==> src/rtl/pool_window_buf.sv <==
// 2x2 pooling window former: buffers even rows in a line buffer and emits a
// packed 2x2 window on every odd-row, odd-column pixel of a raster stream.
module pool_window_buf #(
    parameter int bits       = 16,
    parameter int bits_shift = 4,
    parameter int pool_size  = 4,
    parameter int img_width  = 8,
    parameter int img_height = 8,
    parameter int cnt_bits   = 3
) (
    input  logic                              clk_in,
    input  logic                              rst_n,
    input  logic [bits-1:0]                   pixel_in,
    input  logic                              pixel_valid,
    input  logic                              sof,
    output logic [(pool_size<<bits_shift)-1:0] data_out,
    output logic                              start,
    output logic                              frame_done,
    output logic [15:0]                       win_cnt
);

    localparam int slot_w = 1 << bits_shift;
    localparam int dout_w = pool_size << bits_shift;
    localparam int idx_w  = (img_width > 1) ? $clog2(img_width) : 1;

    localparam logic [cnt_bits-1:0] last_col = cnt_bits'(img_width - 1);
    localparam logic [cnt_bits-1:0] last_row = cnt_bits'(img_height - 1);
    localparam logic [cnt_bits-1:0] cnt_one  = cnt_bits'(1);
    localparam logic [idx_w-1:0]    idx_one  = idx_w'(1);

    typedef enum logic {
        FILL = 1'b0,
        POOL = 1'b1
    } state_t;

    state_t state_q, state_d, cur_state;

    logic [cnt_bits-1:0] col_q, col_d, cur_col;
    logic [cnt_bits-1:0] row_q, row_d, cur_row;
    logic [bits-1:0]     linebuf [img_width];
    logic [bits-1:0]     held_bl_q;

    logic              sof_acc;
    logic              win_fire;
    logic              hold_fire;
    logic              fill_wr;
    logic              frame_end;
    logic [idx_w-1:0]  wr_idx;
    logic [idx_w-1:0]  tl_idx;
    logic [dout_w-1:0] win_word;

    // A qualified sof re-anchors the accepted pixel at (0,0) in FILL.
    always_comb begin
        sof_acc   = pixel_valid & sof;
        cur_col   = sof_acc ? '0 : col_q;
        cur_row   = sof_acc ? '0 : row_q;
        cur_state = sof_acc ? FILL : state_q;
    end

    always_comb begin
        fill_wr   = pixel_valid & (cur_state == FILL);
        hold_fire = pixel_valid & (cur_state == POOL) & ~cur_col[0];
        win_fire  = pixel_valid & (cur_state == POOL) &  cur_col[0];
        wr_idx    = cur_col[idx_w-1:0];
        tl_idx    = wr_idx - idx_one;
    end

    // Next-state logic: position and mode advance only on accepted pixels.
    always_comb begin
        state_d   = state_q;
        col_d     = col_q;
        row_d     = row_q;
        frame_end = 1'b0;
        if (pixel_valid) begin
            state_d = cur_state;
            col_d   = cur_col + cnt_one;
            row_d   = cur_row;
            if (cur_col == last_col) begin
                col_d = '0;
                if (cur_row == last_row) begin
                    row_d     = '0;
                    state_d   = FILL;
                    frame_end = 1'b1;
                end else begin
                    row_d   = cur_row + cnt_one;
                    state_d = (cur_state == FILL) ? POOL : FILL;
                end
            end
        end
    end

    // Slot 0 top-left, 1 top-right, 2 bottom-left, 3 bottom-right; pad bits stay 0.
    always_comb begin
        win_word = '0;
        win_word[0*slot_w +: bits] = linebuf[tl_idx];
        win_word[1*slot_w +: bits] = linebuf[wr_idx];
        win_word[2*slot_w +: bits] = held_bl_q;
        win_word[3*slot_w +: bits] = pixel_in;
    end

    // Line buffer is never read before it is written in the same frame.
    always_ff @(posedge clk_in) begin
        if (fill_wr) begin
            linebuf[wr_idx] <= pixel_in;
        end
    end

    always_ff @(posedge clk_in or negedge rst_n) begin
        if (!rst_n) begin
            state_q <= FILL;
            col_q   <= '0;
            row_q   <= '0;
        end else begin
            state_q <= state_d;
            col_q   <= col_d;
            row_q   <= row_d;
        end
    end

    always_ff @(posedge clk_in or negedge rst_n) begin
        if (!rst_n) begin
            held_bl_q  <= '0;
            data_out   <= '0;
            start      <= 1'b0;
            frame_done <= 1'b0;
        end else begin
            start      <= win_fire;
            frame_done <= frame_end;
            if (hold_fire) begin
                held_bl_q <= pixel_in;
            end
            if (win_fire) begin
                data_out <= win_word;
            end
        end
    end

    // Count clears on sof or one cycle after frame_done; no window can coincide.
    always_ff @(posedge clk_in or negedge rst_n) begin
        if (!rst_n) begin
            win_cnt <= '0;
        end else if (sof_acc || frame_done) begin
            win_cnt <= '0;
        end else if (win_fire) begin
            win_cnt <= win_cnt + 16'd1;
        end
    end

endmodule
==> config.mk <==
export PLATFORM = sky130hd
export DESIGN_NAME = pool_window_buf
export DESIGN_NICKNAME = d
export VERILOG_FILES = /design/src/rtl/pool_window_buf.sv
export SDC_FILE = /design/constraint.sdc
export NUM_CORES = 1
export LEC_CHECK = 0
export BUFFER_PORTS_ARGS = -buffer_cell sky130_fd_sc_hd__buf_4
export CAP_MARGIN = 20
export CORE_UTILIZATION = 40
export DETAILED_ROUTE_END_ITERATION = 8
export GPL_TIMING_DRIVEN = 0
export MAX_ROUTING_LAYER = met4
export PLACE_DENSITY = 0.56
export SLEW_MARGIN = 20
export SYNTH_ARGS = -nofsm -noshare
export SYNTH_HDL_FRONTEND = slang
export SYNTH_SLANG_ARGS = --single-unit
==> constraint.sdc <==
create_clock -name clk_in -period 4.35 [get_ports clk_in]
set_input_delay 1.0875 -clock clk_in [delete_from_list [all_inputs] [get_ports clk_in]]
set_output_delay 1.0875 -clock clk_in [all_outputs]
set_load 0.02 [all_outputs]
# == Word-level counts from Yosys, hierarchy flattened ==
# Memory sizes are Yosys's and may differ from the RTL's. A register that Yosys moved wholly into a read port is not among the register bits.
# Index checks and enable logic that the tools add are counted.
# totals
ff_bits,105
ram_bits,128
input_bits,20
word_cells,42
n_memories,1
# memory_table
name,depth,word_bits,rd,rd_clocked_by_memory_dff,write_ports,line,text
linebuf,8,16,2,2,1,40,logic [bits-1:0] linebuf [img_width];
# op_classes
add_sub_neg,4
n_eq_ne,2
mux,16
bitwise,7
reduce_logical,4
# op_table
cell,count
16-bit two-way mux,2
"16-bit by 1-bit adder with 16-bit output, second input constant",1
3-bit two-way mux,5
1-bit two-way mux,9
"3-bit by 1-bit adder with 3-bit output, second input constant",2
"3-bit == test, second input constant",2
1-bit AND,5
"3-bit by 1-bit subtractor with 3-bit output, second input constant",1
1-bit zero test,2
1-bit NOT,2
2-bit nonzero test,1
1-bit logical OR,1

# == Longest topological paths before layout ==
# depth
word_depth,6
ltp_mapped,9

# == Worst setup path before layout ==
# OpenSTA, ideal clock, no wires.
# synth_path
kind,input to register
start,in sof
end,mem linebuf[1][0] (enable)
arrival_ps,3119
required_time_ps,3920
slack_ps,800
cell_stages,3
n_path_buf,1
cell_sequence,clkbuf_1 > nand2b_1 > nor4_1
# synth_between
elab_chain_cells,6
elab_cells_between_ends,7
# synth_lines
element,line,text
from (decl),15,"input logic sof,"
1-bit AND *,54,sof_acc = pixel_valid & sof;
1-bit two-way mux,57,cur_state = sof_acc ? FILL : state_q;
1-bit NOT,--,
1-bit AND,61,fill_wr = pixel_valid & (cur_state == FILL);
1-bit two-way mux,103,if (fill_wr) begin
1-bit two-way mux (implied by the code),104,linebuf[wr_idx] <= pixel_in;
to (decl),40,
# Every way passes the cells marked *; elsewhere a longest branch is shown, timed or not.

# == Worst setup path in the final report ==
# layout_path
start,in sof
end,mem linebuf[4][12] (enable)
# Same word-level chain as after synthesis.

==> flow_metrics.py <==
metrics = {
    "outcome": {
        "status": "finished, final reports clean",
    },
    "setup_path": {
        "start_kind": "input port",
        "rr_worst_depth": 5,
        "crit_required_ns": 4.48,
        "critPathMaxStageDelay_ns": 0.72,
        "reg2reg_from": "col_q[0]",
        "worstPathArrival_ns": 3.92,
        "crit_slowest_cell": "nor2_4",
        "crit_top_cell": "clkbuf_1",
        "cp_max_fo": 16,
        "crit_chain": "buf_4, clkbuf_1, and2_1, clkbuf_1, nor2_1, clkbuf_1, nor2_4",
        "reg2reg_slack_ns": 0.63,
        "crit_type": "in -> reg",
        "reg2reg_to": "linebuf[3][10]",
        "worstSetupEndpointType": "flop",
    },
    "grt": {
        "antenna_found_initial": 0,
        "grt.overflow.total": 0,
        "grt_pass1_vias": 6967,
        "grt_first_pass_wirelength_mm": 42.2,
        "grt_usage_pct": 24.1,
        "grt_max_degree": 106,
    },
    "power_and_ir_drop": {
        "p_total_mw": 6.44,
        "ir_worst_vdd_mv": 0.344,
        "powerDensity_mw_per_mm2": 546,
        "power_leakage_nw": 4.89,
    },
    "clock_network": {
        "cts_root_buf": "clkbuf_16",
        "cts_buffers": 25,
        "postCtsSetupBuffers": 0,
        "ctsHoldBuffers": 0,
        "cts.repair.resized": 0,
        "clk_latency_ns": 0.52,
        "h-tree-depth": 1,
        "path_clk_slew_ns": 0.06,
        "clock-sinks": 233,
        "clockBufferDepth": 3,
        "cts_tree": "done",
    },
    "sta": {
        "slew_violations": 0,
        "layout_min_cycle_time_ns": 3.79,
        "relSlewSlack_pct": 28.5,
        "rsz0062_at_grt": "no",
        "post-route-period-util_pct": 87.2,
        "hold_viol_final": 0,
        "setup_viol": 0,
        "fin_skew_ns": 0.0211,
        "max_freq_mhz": 264,
        "setup_tns_ns": 0,
        "tightest_slew_ns": 1.07,
    },
    "place": {
        "globalplace.congestion": 0.847,
        "io_buffers": 101,
        "place_hpwl_mm": 18.5,
    },
    "logic_synthesis": {
        "ys_warn_count": 0,
        "synth_area_per_cell_um2": 13.1,
        "synth-edff-count": 128,
        "synth-seq-cells": 233,
        "ys.flop_type": "edfxtp_1",
        "synth-seq-area-share_pct": 66.2,
        "synthArstFlopShare_pct": 45.1,
        "syn_inst": 745,
        "syn_nets": 769,
        "synth.distinct_cells": 50,
        "synth_area_mm2": 0.00977,
    },
    "job": {
        "drv_cap": 0,
    },
    "floorplanning": {
        "initial_utilization_pct": 41.3,
        "io_pins": 102,
        "die_w_um": 158,
        "die_y_um": 158,
        "fp-row-count": 56,
        "dieArea_mm2": 0.0251,
        "core_mm2": 0.0237,
    },
    "cells_and_area": {
        "diodes": 0,
        "area_delta_synth_final_pct": 20.7,
        "layout-drive-gt1-share_pct": 23.1,
        "final_cell_mix": "nand2_1 (129), edfxtp_1 (128), dfrtp_1 (105)",
        "fillers": 2157,
        "layout_commonest_cell": "nand2_1",
        "final_nets": 901,
    },
    "detailed_routing": {
        "wl_per_cell_um": 23.8,
        "drt_iter0_markers": 536,
        "vias": 6849,
        "viasPerCell": 5.64,
        "drc": 0,
        "antenna_left": 0,
        "drt-pass1-iter-count": 5,
        "wl_mm": 28.9,
    },
    "worst_hold_path": {
        "worstHoldEndpoint": "data_out[39]",
        "min_path_type": "reg -> reg",
        "hold_depth": 2,
        "holdCritStartpoint": "held_bl_q[7]",
    },
}
[flip-flops by register name, indices dropped and copies added, names as in the netlist]
register,cells
row_q,3
start,1
data_out,64
linebuf,128
win_cnt,16
state_q,1
col_q,3
frame_done,1
held_bl_q,16
[layout make-up]
class	count	area, um2	share of cell area [%]
Clock inverter	9	68.8	0.583
Tap cell	319	399	3.38
Inverter	6	22.5	0.191
Sequential cell	233	6470	54.9
Timing Repair Buffer	105	797	6.76
Clock buffer	36	717	6.08
Buffer	49	195	1.65
Multi-Input combinational cell	457	3120	26.5
[metrics by stage]
step                area [um2]  util [%]  instances  hold WS (ns)  setup slack (ns)
global placement         10900      46.2       1165         0.447             -1.06
detailed placement       11000      46.5       1169         0.454             0.182
finish                   11800      49.8       1214         0.470             0.557
floorplan                 9770         -        745         0.435             0.800
global route             11800      49.8       1214         0.494             0.537
CTS                      11800      49.8       1214         0.475             0.588
[layer usage]
| layer | part of all wire [%] | up-vias | track usage, % |
|---|---|---|---|
| met5 | 0 | - | - |
| met4 | 3.3 | 0 | 8.70 |
| met3 | 7.0 | 82 | 3.35 |
| met2 | 47 | 308 | 38.3 |
| met1 | 43 | 3393 | 31.6 |
| li1 | - | 3066 | - |
[power by group]
group / switching, mW / internal [mW] / total (mW)
combinational: 0.941 / 0.631 / 1.57
sequential: 0.182 / 2.65 / 2.83
clock: 0.835 / 1.20 / 2.03
total: 1.96 / 4.48 / 6.44
[logic make-up after synthesis]
family                   Yosys count  synth area share, %
XOR/XNOR                           7                0.627
multiplexers                      82                 8.91
AND/OR/NAND/NOR                  197                 9.24
buffers and inverters             55                 2.23
AO/OA/AOI/OAI                    167                 12.3
adder cells (fa/ha/maj)            4                0.512
flip-flops                       233                 66.2
[synthesized netlist by cell type, types with 5 or more instances]
cell type | count | area [um2]
a21oi_1 | 29 | 145
a221oi_1 | 10 | 87.6
a22oi_1 | 8 | 60.1
a2bb2oi_1 | 32 | 280
a31oi_1 | 6 | 37.5
buf_1 | 13 | 48.8
buf_2 | 9 | 45.0
clkbuf_1 | 27 | 101
dfrtp_1 | 105 | 2630
edfxtp_1 | 128 | 3840
inv_1 | 5 | 18.8
mux2_2 | 40 | 450
mux2i_1 | 42 | 420
nand2_1 | 129 | 484
nand2b_1 | 7 | 43.8
nand3_1 | 5 | 25.0
nor2_1 | 16 | 60.1
nor2b_1 | 8 | 50.1
o21ai_0 | 12 | 60.1
o221a_2 | 5 | 56.3
o22ai_1 | 30 | 188
o31ai_1 | 14 | 105
xnor2_1 | 5 | 43.8
[how the worst max path moves through the flow]
stage,startpoint,endpoint,slack [ns],cells past startpoint
detailed placement,sof,linebuf[4][12],0.18,7
CTS,col_q[0],linebuf[3][3],0.59,5
floorplan,sof,linebuf[1][0],0.80,3
global placement,col_q[0],linebuf[1][9],-1.06,5
finish,sof,linebuf[4][12],0.56,7
global route,sof,linebuf[4][12],0.54,7
[critical path, delay by kind of cell]
kind | cells | cell delay [ns]
simple gates | 3 | 1.34
buf+inv | 4 | 1.48
No activity file was read; power rests on OpenSTA's default activity.
